File: src/rtl/prefix_add_pkg.sv
// rtl/prefix_add_pkg.sv - shared types and helpers for the pipelined prefix adder
//
// Purpose: default width, log2 helper, generate/propagate pair type and the
// Kogge-Stone black-cell combine used by every prefix level.
package prefix_add_pkg;

    localparam int WIDTH_DEFAULT = 32;

    function automatic int log2w(input int w);
        int n;
        for (n = 0; (1 << n) < w; n++) begin
        end
        return n;
    endfunction

    localparam int LOG2W = log2w(WIDTH_DEFAULT);

    typedef struct packed {
        logic g;
        logic p;
    } gp_t;

    // hi covers the more significant span, lo the adjacent less significant one
    function automatic gp_t gp_combine(input gp_t hi, input gp_t lo);
        gp_t r;
        r.g = hi.g | (hi.p & lo.g);
        r.p = hi.p & lo.p;
        return r;
    endfunction

endpackage

File: src/rtl/prefix_cell.sv
// rtl/prefix_cell.sv - combinational Kogge-Stone black cell
//
// Ports:
//   i_hi  group (g,p) of the upper span
//   i_lo  group (g,p) of the adjacent lower span
//   o_gp  combined group covering both spans
module prefix_cell
    import prefix_add_pkg::*;
(
    input  gp_t i_hi,
    input  gp_t i_lo,
    output gp_t o_gp
);

    assign o_gp = gp_combine(i_hi, i_lo);

endmodule

File: src/rtl/prefix_add_pipe.sv
// rtl/prefix_add_pipe.sv - two-stage pipelined Kogge-Stone adder with valid/ready
//
// Purpose: sum = a + b + cin with carry, signed overflow and zero flags. The
// prefix tree is cut after SPLIT_LEVEL levels; stage 2 finishes the tree and
// registers the results, so every output comes straight from a flop.
// Ports:
//   clk, rst_n                   clock, asynchronous active-low reset
//   in_valid/in_ready, a, b, cin operand handshake and operands
//   out_valid/out_ready          result handshake
//   sum, cout, ovf, zero         registered result and flags
module prefix_add_pipe
    import prefix_add_pkg::*;
#(
    parameter int WIDTH       = WIDTH_DEFAULT,
    parameter int SPLIT_LEVEL = 3
) (
    input  logic             clk,
    input  logic             rst_n,
    input  logic             in_valid,
    output logic             in_ready,
    input  logic [WIDTH-1:0] a,
    input  logic [WIDTH-1:0] b,
    input  logic             cin,
    output logic             out_valid,
    input  logic             out_ready,
    output logic [WIDTH-1:0] sum,
    output logic             cout,
    output logic             ovf,
    output logic             zero
);

    localparam int LEVELS = log2w(WIDTH);
    localparam int NS2    = LEVELS - SPLIT_LEVEL;

    logic             r_s1_valid;
    logic [WIDTH-1:0] r_s1_p;
    logic             r_s1_cin;
    gp_t              r_s1_gp [WIDTH];

    logic             r_s2_valid;
    logic [WIDTH-1:0] r_sum;
    logic             r_cout;
    logic             r_ovf;
    logic             r_zero;

    logic             w_s2_adv;
    logic             w_s1_adv;
    logic             w_load;
    logic [WIDTH-1:0] w_gc;
    logic [WIDTH-1:0] w_sum;

    gp_t w_s1 [SPLIT_LEVEL+1][WIDTH];
    gp_t w_s2 [NS2+1][WIDTH];

    // Ready chain: valids never feed forward combinationally, only out_ready
    // ripples back to in_ready.
    assign w_s2_adv = !r_s2_valid || out_ready;
    assign w_s1_adv = !r_s1_valid || w_s2_adv;
    assign in_ready = w_s1_adv;
    assign w_load   = in_valid && w_s1_adv;

    // Level 0: cin is folded into bit 0 as a generate from position -1, so the
    // final group generate at bit i is the carry out of bit i.
    for (genvar i = 0; i < WIDTH; i++) begin : g_init
        if (i == 0) begin : g_lsb
            assign w_s1[0][i] = '{g: (a[i] & b[i]) | ((a[i] ^ b[i]) & cin), p: a[i] ^ b[i]};
        end else begin : g_bit
            assign w_s1[0][i] = '{g: a[i] & b[i], p: a[i] ^ b[i]};
        end
    end

    for (genvar l = 0; l < SPLIT_LEVEL; l++) begin : g_s1_lvl
        for (genvar i = 0; i < WIDTH; i++) begin : g_bit
            if (i >= (1 << l)) begin : g_cell
                prefix_cell u_cell (
                    .i_hi (w_s1[l][i]),
                    .i_lo (w_s1[l][i-(1<<l)]),
                    .o_gp (w_s1[l+1][i])
                );
            end else begin : g_pass
                assign w_s1[l+1][i] = w_s1[l][i];
            end
        end
    end

    for (genvar i = 0; i < WIDTH; i++) begin : g_s2_init
        assign w_s2[0][i] = r_s1_gp[i];
    end

    for (genvar l = 0; l < NS2; l++) begin : g_s2_lvl
        for (genvar i = 0; i < WIDTH; i++) begin : g_bit
            if (i >= (1 << (SPLIT_LEVEL + l))) begin : g_cell
                prefix_cell u_cell (
                    .i_hi (w_s2[l][i]),
                    .i_lo (w_s2[l][i-(1<<(SPLIT_LEVEL+l))]),
                    .o_gp (w_s2[l+1][i])
                );
            end else begin : g_pass
                assign w_s2[l+1][i] = w_s2[l][i];
            end
        end
        end

    for (genvar i = 0; i < WIDTH; i++) begin : g_carry
        assign w_gc[i] = w_s2[NS2][i].g;
    end

    assign w_sum = r_s1_p ^ {w_gc[WIDTH-2:0], r_s1_cin};

    // Stage 1 data needs no reset: it is only consumed while r_s1_valid is set.
    always_ff @(posedge clk) begin
        if (w_load) begin
            r_s1_p   <= a ^ b;
            r_s1_cin <= cin;
            for (int i = 0; i < WIDTH; i++) begin
                r_s1_gp[i] <= w_s1[SPLIT_LEVEL][i];
            end
        end
    end

    always_ff @(posedge clk or negedge rst_n) begin
        if (!rst_n) begin
            r_s1_valid <= 1'b0;
            r_s2_valid <= 1'b0;
            r_sum      <= '0;
            r_cout     <= 1'b0;
            r_ovf      <= 1'b0;
            r_zero     <= 1'b0;
        end else begin
            if (w_s1_adv) begin
                r_s1_valid <= in_valid;
            end
            if (w_s2_adv) begin
                r_s2_valid <= r_s1_valid;
                // Bubbles leave the previous result in place; it is masked by out_valid.
                if (r_s1_valid) begin
                    r_sum  <= w_sum;
                    r_cout <= w_gc[WIDTH-1];
                    r_ovf  <= w_gc[WIDTH-2] ^ w_gc[WIDTH-1];
                    r_zero <= (w_sum == '0);
                end
            end
        end
    end

    assign out_valid = r_s2_valid;
    assign sum       = r_sum;
    assign cout      = r_cout;
    assign ovf       = r_ovf;
    assign zero      = r_zero;

endmodule

File: config.mk
export PLATFORM = sky130hd
export DESIGN_NAME = prefix_add_pipe
export DESIGN_NICKNAME = d
export VERILOG_FILES = /design/src/rtl/prefix_add_pkg.sv /design/src/rtl/prefix_cell.sv /design/src/rtl/prefix_add_pipe.sv
export SDC_FILE = /design/constraint.sdc
export NUM_CORES = 1
export LEC_CHECK = 0
export ABC_AREA = 1
export CAP_MARGIN = 30
export CORE_AREA = 4 4 126 104
export CTS_BUF_LIST = sky130_fd_sc_hd__clkbuf_8
export CTS_CLUSTER_SIZE = 14
export DETAILED_ROUTE_END_ITERATION = 12
export DIE_AREA = 0 0 130 108
export PLACE_DENSITY = 0.87
export SLEW_MARGIN = 40
export SYNTH_ARGS = -nofsm -noshare
export SYNTH_HDL_FRONTEND = slang
export SYNTH_SLANG_ARGS = --single-unit
File: constraint.sdc
create_clock -name clk -period 3.5 [get_ports clk]
set_clock_uncertainty 0.1 [all_clocks]
set_input_delay 0.7 -clock clk [delete_from_list [all_inputs] [get_ports clk]]
set_output_delay 0.7 -clock clk [all_outputs]
set_load 0.005 [all_outputs]
==> impl_metrics.yaml <==
status:
  outcome: "finished clean"
grt:
  grt_usage_pct: 23.3
  grt_pass1_wl_mm: 24.7
  grt_max_degree: 90
  grt_overflow: 0
  first_global_vias: 4854
  antenna_found_initial: 0
detailed_routing:
  wire_per_inst_um: 16.3
  drtIter0Drc: 581
  ant_nets: 0
  dr.pass1.iters: 6
  routed-via-count: 5265
  post-route-drc-count: 0
  wl_mm: 15.9
  drt-vias-per-instance: 5.42
logic_synthesis:
  syn_avg_cell_area_um2: 9.25
  mappedNetlistArea_um2: 6360
  synth.distinct_cells: 29
  synthCells: 687
  synth_common_cells: "nand2_1 (210), edfxtp_1 (89), inv_1 (81)"
  ys_async_sr_fraction_pct: 29.4
  synth.area.top_cells: "edfxtp_1 (42%), dfrtp_1 (15%), nand2_1 (12%)"
  synth_top_area_share_pct: 42.0
  ys_seq_area_share_pct: 56.6
  syn_nets: 788
  yosysMostFrequentCell: "nand2_1"
  synth_ff_type: "edfxtp_1"
  ys_seq_elements: 126
  yosysWarnings: 0
  synth_edf_count: 89
  yosys.area.top_type: "edfxtp_1"
sta:
  finalCriticalPeriod_ns: 2.64
  fin_crit_sh_pct: 75.4
  drv_slew: 0
  max_freq_mhz: 379
  rsz0062_at_grt: "no"
  tightestPinTransition_ns: 0.458
  hold_violations: 0
  setup_viol: 0
  hold_slack_ns: 0.102
  tns_ns: 0
  max-slew-margin-rel_pct: 69.5
worst_setup_path:
  r2r_slack_ns: 1.77
  cp-startpoint: "out_ready"
  required_ns: 2.70
  r2r_start: "r_s1_valid"
  worstPathArrival_ns: 1.84
  cp_max_fo: 3
  endpoint: "in_ready"
  rr_worst_depth: 6
  crit_path_end_kind: "output pin"
  crit_type: "primary input to output pin"
  timing.rr.end: "sum[19]"
  cp-start-kind: "primary input"
placed_design:
  dp_hpwl_mm: 11.9
  gp_congestion: 0.992
  placed_cells: 940
  placed_area_um2: 7590
  numPortBuffers: 105
finish:
  nets: 908
  postLayoutCellArea_um2: 8010
  fin_cells: 972
  diodes: 0
  drive_above_1_share_pct: 7.07
  fill_cells: 896
  syn_to_final_growth_pct: 26.0
clock_tree:
  worstSkewPairLatency_ns: 0.44
  postCtsSetupBuffers: 0
  htreeDepth: 4
  clock-root-buffer: "clkbuf_8"
  cts_hold_buf: 0
  cts_resized: 0
  clk_path_buf_depth: 2
  cts_buffers: 17
  cts_tree: "built"
  clk_pin_slew_worst_paths_ns: 0.08
  clock-sinks: 126
power:
  peakVddDrop_v: 0.000277
  power_per_cell_area_nw_per_um2: 534
  power_leakage_uw: 0.00359
  p_total_uw: 4280
floorplan:
  initial_core_util_pct: 53.5
  die_area_um2: 14000
  die-width_um: 130
  die_h_um: 108
  coreArea_um2: 11900
  rows: 36
  ios: 106
run:
  cap_viol_max_count: 0
worst_hold_path:
  hold_class: "primary input to async pin"
## report_power, final
part	internal (µW)	switching [µW]
combinational	469	492
clock	760	576
sequential	1850	134
## registers in the layout, indices dropped and copies added, names as in the netlist
signal and flops:
r_s1_valid 1, zero 1, out_valid 1, r_s1_cin 1, cout 1, r_s1_gp 56
ovf 1, sum 32, r_s1_p 32
## layer usage
layer	vias up	GRT usage (%)	share of wire, %
met5	-	0	0
met1	2397	33.5	42
met2	292	35.0	44
li1	2534	-	-
met3	42	5.38	11
met4	0	8.16	3.0
## layout make-up
cell class | count | area, µm² | share of cell area (%)
inverter | 86 | 323 | 4.03
sequential | 126 | 3600 | 44.9
tap | 152 | 190 | 2.37
timing repair buffer | 108 | 1080 | 13.5
multi-input combinational | 468 | 2400 | 30.0
clock buffer | 17 | 234 | 2.92
clock inverter | 15 | 180 | 2.25
## cell usage in the layout, fill, tap and decap left out, drive strengths merged
| cell type | instances |
|---|---|
| nor3 | 4 |
| clkinv | 6 |
| o21ai | 49 |
| o21a | 1 |
| clkdlybuf4s50 | 104 |
| nand2 | 225 |
| dfrtp | 37 |
| bufinv | 4 |
| or2 | 1 |
| clkbuf | 17 |
| a21oi | 46 |
| nor2 | 46 |
| ha | 32 |
| inv | 88 |
| nand3b | 10 |
| clkinvlp | 3 |
| xnor2 | 7 |
| o221ai | 2 |
| xor2 | 2 |
| a31oi | 8 |
| edfxtp | 89 |
| nand3 | 26 |
| nand4 | 5 |
| a21o | 4 |
| buf | 4 |
## critical path: stages
cell             delay [ns]
clkdlybuf4s50_1        0.46
inv_1                  0.06
nand3_1                0.10
clkdlybuf4s50_1        0.51
## per-stage QoR
step | setup slack, ns | util (%)
after floorplan | 0.278 | -
after global placement | 0.859 | 63.9
after detailed placement | 0.862 | 63.9
after CTS | 0.857 | 67.4
after global routing | 0.800 | 67.4
final | 0.863 | 67.4
## how the worst min path moves through the flow
stage                      start      end  slack [ns]
after floorplan            rst_n     cout        0.30
after global placement    sum[7]   sum[7]        0.37
after detailed placement  sum[7]   sum[7]        0.37
after CTS                  rst_n  sum[29]        0.26
after global routing       rst_n   sum[1]        0.14
final                      rst_n  sum[14]        0.10
## kinds of logic after synthesis
family          after synthesis  share of synthesized area [%]
simple gates                317                           21.0
xor+xnor                      9                           1.24
buf+inv                      93                           5.59
compound gates              110                           9.25
fa+ha+maj                    32                           6.30
flops                       126                           56.6
No activity file was read; power rests on OpenSTA's default activity.
